[src/rtl/keypad_pkg.sv]
// Shared types for the keypad entry block: FSM states, edit-key codes and the
// row/column to key-code map of the 4x4 matrix.
package keypad_pkg;

  typedef enum logic [2:0] {SCAN, PRESS_DEB, COMMIT, HELD, REL_DEB} state_t;

  localparam logic [3:0] KEY_CLR = 4'hA;
  localparam logic [3:0] KEY_BS  = 4'hB;
  localparam logic [3:0] KEY_ENT = 4'hF;

  // Rows top to bottom: 1 2 3 A | 4 5 6 B | 7 8 9 C | * 0 # D  (* = E, # = F)
  function automatic logic [3:0] key_map(input logic [1:0] r, input logic [1:0] c);
    logic [3:0] k;
    k = 4'h0;
    case ({r, c})
      4'h0: k = 4'h1;  4'h1: k = 4'h2;  4'h2: k = 4'h3;  4'h3: k = 4'hA;
      4'h4: k = 4'h4;  4'h5: k = 4'h5;  4'h6: k = 4'h6;  4'h7: k = 4'hB;
      4'h8: k = 4'h7;  4'h9: k = 4'h8;  4'hA: k = 4'h9;  4'hB: k = 4'hC;
      4'hC: k = 4'hE;  4'hD: k = 4'h0;  4'hE: k = 4'hF;  4'hF: k = 4'hD;
      default: k = 4'h0;
    endcase
    return k;
  endfunction

endpackage

[src/rtl/keypad_debounce.sv]
// Row synchronizer plus stability counter. The caller picks which rows to watch
// (mask) and the level they must hold; stable rises after DEB_CYCLES in a row.
module keypad_debounce #(
  parameter int DEB_CYCLES = 20000
) (
  input  logic       clk,
  input  logic       rst_n,
  input  logic [3:0] row,
  input  logic [3:0] mask,
  input  logic       level,
  input  logic       clear,
  output logic [3:0] row_sync,
  output logic       stable
);

  localparam int CW = $clog2(DEB_CYCLES + 1);

  logic [3:0]    meta;
  logic [CW-1:0] cnt;
  logic          cond;

  always_ff @(posedge clk) begin
    if (!rst_n) begin
      meta     <= 4'hF;
      row_sync <= 4'hF;
    end else begin
      meta     <= row;
      row_sync <= meta;
    end
  end

  // level=1: every masked row high; level=0: the masked row low
  assign cond = level ? &(row_sync | ~mask) : ~|(row_sync & mask);

  always_ff @(posedge clk) begin
    if (!rst_n || clear || !cond)
      cnt <= '0;
    else if (cnt != CW'(DEB_CYCLES))
      cnt <= cnt + CW'(1);
  end

  assign stable = cond && (cnt == CW'(DEB_CYCLES));

endmodule

[src/rtl/keypad_bcd_entry.sv]
// 4x4 keypad scanner with debounce, assembling decimal keys into a BCD word
// with clear, backspace and enter editing.
module keypad_bcd_entry
  import keypad_pkg::*;
#(
  parameter int SCAN_DIV   = 1000,
  parameter int DEB_CYCLES = 20000,
  parameter int NUM_DIGITS = 4
) (
  input  logic                    clk,
  input  logic                    rst_n,
  input  logic [3:0]              row,
  output logic [3:0]              col,
  output logic [4*NUM_DIGITS-1:0] KP,
  output logic [2:0]              digit_cnt,
  output logic                    key_valid,
  output logic [3:0]              key_code,
  output logic                    entry_done
);

  localparam int KW   = 4 * NUM_DIGITS;
  localparam int SC_W = $clog2(SCAN_DIV + 1);

  state_t          state, state_nx;
  logic [1:0]      col_idx, col_idx_nx, row_idx, row_idx_nx, low_idx;
  logic [SC_W-1:0] scan_cnt, scan_cnt_nx;
  logic [3:0]      row_sync, deb_mask, code;
  logic            stable, scan_last, any_low;

  assign deb_mask  = (state == REL_DEB) ? 4'hF : (4'b0001 << row_idx);
  assign scan_last = (scan_cnt == SC_W'(SCAN_DIV - 1));
  assign any_low   = ~&row_sync;
  assign col       = ~(4'b0001 << col_idx);
  assign code      = key_map(row_idx, col_idx);

  keypad_debounce #(.DEB_CYCLES(DEB_CYCLES)) u_deb (
    .clk      (clk),
    .rst_n    (rst_n),
    .row      (row),
    .mask     (deb_mask),
    .level    (state == REL_DEB),
    .clear    (state != PRESS_DEB && state != REL_DEB),
    .row_sync (row_sync),
    .stable   (stable)
  );

  // Descending scan so the lowest low row is the one left standing
  always_comb begin
    low_idx = 2'd0;
    for (int i = 3; i >= 0; i--)
      if (!row_sync[i]) low_idx = 2'(i);
  end

  always_ff @(posedge clk) begin
    if (!rst_n) begin
      state    <= SCAN;
      col_idx  <= 2'd0;
      row_idx  <= 2'd0;
      scan_cnt <= '0;
    end else begin
      state    <= state_nx;
      col_idx  <= col_idx_nx;
      row_idx  <= row_idx_nx;
      scan_cnt <= scan_cnt_nx;
    end
  end

  always_comb begin
    state_nx    = state;
    col_idx_nx  = col_idx;
    row_idx_nx  = row_idx;
    scan_cnt_nx = scan_cnt;
    case (state)
      SCAN: begin
        if (scan_last) begin
          scan_cnt_nx = '0;
          if (any_low) begin
            row_idx_nx = low_idx;
            state_nx   = PRESS_DEB;
          end else begin
            col_idx_nx = col_idx + 2'd1;
          end
        end else begin
          scan_cnt_nx = scan_cnt + SC_W'(1);
        end
      end
      PRESS_DEB: begin
        if (row_sync[row_idx]) state_nx = SCAN;
        else if (stable)       state_nx = COMMIT;
      end
      COMMIT:  state_nx = HELD;
      HELD:    if (&row_sync) state_nx = REL_DEB;
      REL_DEB: begin
        if (stable) begin
          state_nx   = SCAN;
          col_idx_nx = col_idx + 2'd1;
        end
      end
      default: state_nx = SCAN;
    endcase
  end

  always_ff @(posedge clk) begin
    if (!rst_n) begin
      KP         <= '0;
      digit_cnt  <= 3'd0;
      key_valid  <= 1'b0;
      key_code   <= 4'h0;
      entry_done <= 1'b0;
    end else begin
      key_valid  <= (state == COMMIT);
      entry_done <= (state == COMMIT) && (code == KEY_ENT);
      if (state == COMMIT) begin
        key_code <= code;
        if (code <= 4'd9) begin
          if (digit_cnt < 3'(NUM_DIGITS)) begin
            KP        <= {KP[KW-5:0], code};
            digit_cnt <= digit_cnt + 3'd1;
          end
        end else if (code == KEY_CLR) begin
          KP        <= '0;
          digit_cnt <= 3'd0;
        end else if (code == KEY_BS && digit_cnt != 3'd0) begin
          KP        <= {4'h0, KP[KW-1:4]};
          digit_cnt <= digit_cnt - 3'd1;
        end
      end
    end
  end

endmodule
[config.mk]
export PLATFORM = sky130hd
export DESIGN_NAME = keypad_bcd_entry
export DESIGN_NICKNAME = d
export VERILOG_FILES = /design/src/rtl/keypad_pkg.sv /design/src/rtl/keypad_debounce.sv /design/src/rtl/keypad_bcd_entry.sv
export SDC_FILE = /design/constraint.sdc
export NUM_CORES = 1
export LEC_CHECK = 0
export CELL_PAD_IN_SITES_DETAIL_PLACEMENT = 1
export CELL_PAD_IN_SITES_GLOBAL_PLACEMENT = 2
export CORE_AREA = 5 5 105 107
export DETAILED_ROUTE_END_ITERATION = 16
export DIE_AREA = 0 0 110 112
export PLACE_DENSITY = 0.8
export SLEW_MARGIN = 10
export SYNTH_ARGS = -nofsm -noshare
export SYNTH_HDL_FRONTEND = slang
export SYNTH_SLANG_ARGS = --single-unit
[constraint.sdc]
create_clock -name clk -period 3.2 [get_ports clk]
set_input_delay 0.32 -clock clk [delete_from_list [all_inputs] [get_ports clk]]
set_output_delay 0.32 -clock clk [all_outputs]
set_load 0.02 [all_outputs]
==> results of run 1 <==
[synthesized netlist by cell type, types with 3 or more instances]
library cell / instances
o21ai_0: 12
nor2b_1: 3
nand2b_1: 12
buf_2: 3
nand3_1: 9
buf_4: 5
a211oi_1: 9
nand4_1: 13
a211oi_2: 4
and2_1: 4
nor2_1: 42
mux2i_1: 6
inv_1: 18
nor3_1: 10
buf_6: 6
and4_1: 3
a21oi_1: 29
or3_1: 5
o2111ai_1: 4
clkbuf_1: 4
mux2_2: 3
xor2_1: 12
nor3b_1: 4
nand2_1: 19
ha_1: 13
dfxtp_1: 65
a22oi_1: 9
xnor2_1: 8
[flip-flops by register name, indices dropped and copies added, names as in the netlist]
signal,cells
u_deb.meta,4
row_idx,2
entry_done,1
digit_cnt,3
scan_cnt,10
key_valid,1
u_deb.cnt,15
state,3
key_code,4
u_deb.row_sync,4
KP,16
col_idx,2
[through the flow]
stage / setup slack (ns) / util [%]
6_report: 0.545 / 40.0
5_1_grt: 0.331 / 40.0
4_1_cts: 0.558 / 40.0
3_5_place_dp: 0.554 / 38.3
3_3_place_gp: 0.602 / 38.3
2_1_floorplan: 0.961 / -
[worst max-delay path, stage by stage (launching register included)]
cell	delay [ns]
dfxtp_1	0.52
inv_2	0.15
ha_1	0.29
nor3b_1	0.21
o21ai_1	0.16
a311o_4	0.49
nor2_1	0.39
buf_4	0.24
a211oi_1	0.08
[how the worst max path moves through the flow]
stage | start | end | slack [ns] | cells after the start
6_report | col_idx[0] | KP[8] | 0.54 | 8
5_1_grt | col_idx[0] | KP[8] | 0.33 | 8
4_1_cts | col_idx[0] | KP[8] | 0.56 | 8
3_5_place_dp | col_idx[0] | KP[8] | 0.55 | 8
3_3_place_gp | col_idx[0] | KP[7] | 0.60 | 8
2_1_floorplan | col_idx[0] | digit_cnt[2] | 0.96 | 7
[power groups by stage]
stage	logic, W	registers [W]	clock network [W]
after floorplan	0.000347	0.000920	0
after global placement	0.000454	0.000940	0
after detailed placement	0.000460	0.000941	0
after CTS	0.000465	0.000923	0.000635
after global routing	0.000510	0.000933	0.000664
final	0.000460	0.000923	0.000602
[layout make-up]
cell class | count | area share, %
multi-input combinational | 273 | 47.3
tap | 136 | 4.24
sequential | 65 | 32.4
timing repair buffer | 43 | 10.2
inverter | 20 | 1.87
clock inverter | 6 | 0.873
clock buffer | 10 | 3.18
[logic make-up after synthesis]
family	Yosys count	synth area share, %
AND/OR/NAND/NOR	133	20.8
AO/OA/AOI/OAI	95	20.6
flip-flops	65	38.2
buffers and inverters	38	6.16
XOR/XNOR	20	5.14
adder cells (fa/ha/maj)	13	4.77
multiplexers	12	4.40
[layout by cell type (no fill, tap or decap), drive strengths merged, types with 10 or more instances in the layout]
cell type      netlist  routed
o21ai               14      14
nand4               13      13
xor2                12      12
nor2                42      42
nor3                11      11
nand2b              12      12
clkbuf               4      10
clkdlybuf4s50        0      34
nand2               19      19
a211oi              13      13
dfxtp               65      65
a21oi               29      29
ha                  13      13
inv                 19      19
[routing by layer]
metal | global-route usage, % | vias up
met5 | 0 | -
met2 | 22.9 | 43
met4 | 8.48 | 0
met3 | 3.13 | 18
li1 | - | 1425
met1 | 20.5 | 1396
==> run_results.csv, run 1 <==
group,metric,value,unit
status,status,"complete, no violations",
timing,fin_crit,2.66,ns
floorplanning,row_count,37,
timing,slew_violations,0,
power,switching_share,33.0,%
power,combPwrFrac,23.2,%
critical_path,reg2reg_to,"KP[8]",
placement,place_congestion,0.800,
layout,multiInputGateArea,0.00190,mm^2
timing,final_hold_viol_count,0,
clock_tree,clock_latency,0.36,ns
global_route,grt_max_degree,34,
placement,dp_hpwl,6350,um
worst_hold_path,worstHoldPathCells,1,
critical_path,critPathCaptureType,"register",
placement,place_inst,537,
timing,finalSetupViolCount,0,
logic_synthesis,async_flop_share,0,%
clock_tree,cts_htree_levels,3,
global_route,grt_pass1_wl,14700,um
clock_tree,cts_root_buf,"clkbuf_8",
timing,max_freq,377,MHz
detailed_routing,wl_met1,4300,um
global_route,overflow,0,
critical_path,crit_required,3.43,ns
placement,port_buffers,34,
logic_synthesis,synth_top_area_cell,"dfxtp_1",
placement,placed_cell_area,0.00385,mm^2
power,p_total,0.00199,W
logic_synthesis,synth_nets,395,
logic_synthesis,avgSynthCellArea,9.07,um^2
clock_tree,clock_path_buffers,2,
critical_path,reg2reg_depth,8,
logic_synthesis,netlist_top_cells_area,"dfxtp_1, ha_1, nor2_1",
detailed_routing,drc,0,
timing,fin_worst_skew,0.00774,ns
power,internal_power,0.00133,W
layout,nNetsFinal,431,
power,p_clk_share,30.3,%
critical_path,reg2reg_from,"col_idx[0]",
critical_path,critPathKind,"reg -> reg",
layout,layout-drive-gt1-share,10.3,%
timing,worstMarginPinSlew,0.637,ns
clock_tree,cts.repair.resized,0,
power,ir_drop,240,uV
detailed_routing,highest_layer,"met4",
global_route,antenna_found_initial,0,
detailed_routing,dr.pass1.iters,4,
logic_synthesis,synth-seq-cells,65,
timing,setup_tns,0,ns
floorplanning,die_h,112,um
power,leakagePower,1.29,nW
floorplanning,core_area,0.0100,mm^2
worst_hold_path,hold_end,"u_deb.row_sync[1]",
layout,fill_cells,1210,
timing,relSlewSlack,57.5,%
critical_path,path_max_fanout,10,
critical_path,startpoint_type,"register",
detailed_routing,drtIter0Drc,81,
critical_path,crit_arrival,2.88,ns
timing,rsz0062_at_grt,"no",
clock_tree,hold_buffers,0,
clock_tree,cts-buffers-inserted,9,
floorplanning,io_pins,35,
flow_run,drv_cap,0,
detailed_routing,ant_nets,0,
floorplanning,initial_utilization,33.9,%
layout,area_growth,17.8,%
logic_synthesis,ys_seq_area_share,38.2,%
layout,seqCellArea,0.00130,mm^2
critical_path,reg2reg_slack,0.54,ns
logic_synthesis,synth-warning-count,0,
floorplanning,dieWidth,110,um
timing,fin_hold_ws,0.411,ns
power,pwr_density_cell,494,mW/mm^2
logic_synthesis,synth_cell_types,63,
power,p_seq_share,46.5,%
detailed_routing,met2_wirelength,4020,um
global_route,grt_usage,15.4,%
power,p_switching,0.000655,W
detailed_routing,vias_per_cell,5.21,
clock_tree,clkSinkCount,65,
logic_synthesis,syn_inst,376,
clock_tree,cts_tree,"built",
logic_synthesis,syn_area,0.00341,mm^2
logic_synthesis,yosysTopAreaCellShare,38.2,%
floorplanning,dieArea,0.0123,mm^2
detailed_routing,routed_wl,8770,um
logic_synthesis,synth_edf_count,0,
layout,fin_cells,553,
clock_tree,clk_pin_slew,0.07,ns
global_route,grt_pass1_vias,2999,
layout,diodes,0,
layout,stdcell_area,0.00402,mm^2
clock_tree,postCtsSetupBuffers,0,
logic_synthesis,synth_flop_cell,"dfxtp_1",
detailed_routing,routedWlPerCell,15.9,um
detailed_routing,met3_wirelength,196,um
detailed_routing,num_vias,2882,
worst_hold_path,min_path_type,"reg -> reg",
worst_hold_path,hp-start,"u_deb.meta[1]",
timing,period_share,83.0,%
Power figures use the tool's default switching activity.
==> run 2, diff against run 1 <==
- clock period: 3.2 -> 2.5 ns (I/O delays scaled with it)
==> run 2 against run 1 <==
Critical path depth is 1 lower. Setup slack lost 0.36 ns. Maximum frequency increased by 15%. Sequential power grew 27%. Global-route usage is 0.16 points lower. Non-clock buffer count up 7. Clock skew up 0.0066 ns. Clock-buffer cell count is the same. Critical endpoint is now KP[2].
==> run_results.csv, run 2 (synthesis gave the netlist of run 1 again) <==
group,metric,value,unit
worst_hold_path,worstHoldPathCells,1,
detailed_routing,drc,0,
critical_path,cpPeakStageDelay,0.51,ns
placement,dp_hpwl,6150,um
timing,period_share,92.6,%
clock_tree,clk_pin_slew,0.08,ns
floorplanning,initial_utilization,33.9,%
layout,largest_reg_flops,16,
timing,max_freq,432,MHz
placement,dpl_worst_slack,0.160,ns
critical_path,critPathKind,"reg -> reg",
layout,nNetsFinal,438,
layout,layout-drive-gt1-share,12.0,%
detailed_routing,ant_nets,0,
critical_path,critPathCaptureType,"register",
layout,final_common_cell,"dfxtp_1",
critical_path,path_max_fanout,10,
floorplanning,core_area,0.0100,mm^2
clock_tree,hold_buffers,0,
timing,worstMarginPinSlew,0.603,ns
clock_tree,cts_root_buf,"clkbuf_8",
detailed_routing,drtIter0Drc,146,
layout,area_growth,21.0,%
floorplanning,io_pins,35,
critical_path,crit_required,2.78,ns
critical_path,reg2reg_slack,0.18,ns
timing,fin_hold_ws,0.409,ns
timing,relSlewSlack,58.7,%
floorplanning,dieArea,0.0123,mm^2
critical_path,worstPathCellList,"buf_4, ha_1, nor2b_1, nand3_1, a311o_4, a2111oi_0, o21a_1",
critical_path,reg2reg_depth,7,
power,ir_drop,278,uV
layout,stdcell_area,0.00413,mm^2
timing,setup_tns,0,ns
timing,fin_crit,2.32,ns
timing,setup_ws,0.185,ns
power,pwr_density_cell,679,mW/mm^2
flow_run,drv_cap,0,
detailed_routing,routed_wl,8660,um
worst_hold_path,min_path_type,"reg -> reg",
placement,placed_cell_area,0.00391,mm^2
layout,diodes,0,
clock_tree,clkSinkCount,65,
timing,rsz0062_at_grt,"no",
critical_path,slowest_stage,"a311o_4",
placement,port_buffers,34,
global_route,grt_pass1_wl,15100,um
critical_path,startpoint_type,"register",
clock_tree,cts_tree,"built",
timing,slew_violations,0,
floorplanning,row_count,37,
detailed_routing,num_vias,2873,
timing,finalSetupViolCount,0,
detailed_routing,dr.pass1.iters,4,
detailed_routing,vias_per_cell,5.13,
status,status,"complete, no violations",
timing,fin_worst_skew,0.0144,ns
critical_path,crit_arrival,2.60,ns
global_route,antenna_found_initial,0,
clock_tree,clock_path_buffers,2,
critical_path,reg2reg_from,"col_idx[0]",
worst_hold_path,hp-start,"u_deb.meta[2]",
worst_hold_path,hold_end,"u_deb.row_sync[2]",
clock_tree,clock_latency,0.34,ns
layout,regMostFlops,"KP",
clock_tree,cts-buffers-inserted,9,
clock_tree,cts_htree_levels,3,
power,leakagePower,1.34,nW
floorplanning,die_h,112,um
global_route,overflow,0,
layout,final_cell_mix,"dfxtp_1, nor2_1, clkdlybuf4s50_1",
placement,place_congestion,0.765,
global_route,grt_max_degree,34,
detailed_routing,routedWlPerCell,15.5,um
layout,top_regs,"KP: 16 flops, u_deb.cnt: 15 flops, scan_cnt: 10 flops",
timing,final_hold_viol_count,0,
global_route,grt_usage,15.2,%
floorplanning,dieWidth,110,um
critical_path,reg2reg_to,"KP[2]",
global_route,grt_pass1_vias,3012,
## run 2: final cells by class
cell class,count,area [um^2]
Fill cell,1215,5920
Clock inverter,6,92.6
Inverter,20,75.1
Sequential cell,65,1300
Tap cell,136,170
Timing Repair Buffer,50,460
Clock buffer,10,128
Multi-Input combinational cell,273,1900
## run 2: power breakdown
part           total (W)  internal [W]  switching [W]
registers        0.00117       0.00109      0.0000763
logic           0.000633      0.000283       0.000350
clock network    0.00100      0.000565       0.000435
## run 2: how the worst max path moves through the flow
stage | startpoint | endpoint | depth (start not counted)
3_5_place_dp | row_idx[0] | u_deb.cnt[2] | 5
6_report | col_idx[0] | KP[2] | 7
5_1_grt | col_idx[1] | KP[2] | 7
3_3_place_gp | col_idx[0] | KP[2] | 7
2_1_floorplan | col_idx[0] | digit_cnt[2] | 7
4_1_cts | row_idx[0] | u_deb.cnt[2] | 5
## run 2: repair_timing
action	CTS	global route
gates resized for setup	0	1
buffers inserted	0	0
setup endpoints to repair	0	11
## run 2: layer usage
| layer | vias up | GRT usage [%] | share of wire, % |
|---|---|---|---|
| met5 | - | 0 | 0 |
| met4 | 0 | 5.07 | 1.6 |
| met3 | 10 | 3.36 | 2.5 |
| met2 | 34 | 21.7 | 44 |
| met1 | 1381 | 22.4 | 52 |
| li1 | 1448 | - | - |
## run 2: through the flow
step | utilization, % | cells | power [W]
finish | 41.1 | 560 | 0.00280
global route | 41.1 | 560 | 0.00295
CTS | 41.1 | 560 | 0.00283
detailed placement | 38.9 | 544 | 0.00182
global placement | 38.9 | 544 | 0.00181
floorplan | - | 376 | 0.00162
## run 2: critical path, delay by kind of cell, from the launching register on
kind                     cells  cell delay, ns
flip-flops                   1            0.34
buffers and inverters        1            0.17
adder cells (fa/ha/maj)      1            0.18
AO/OA/AOI/OAI                3            1.18
AND/OR/NAND/NOR              2            0.39
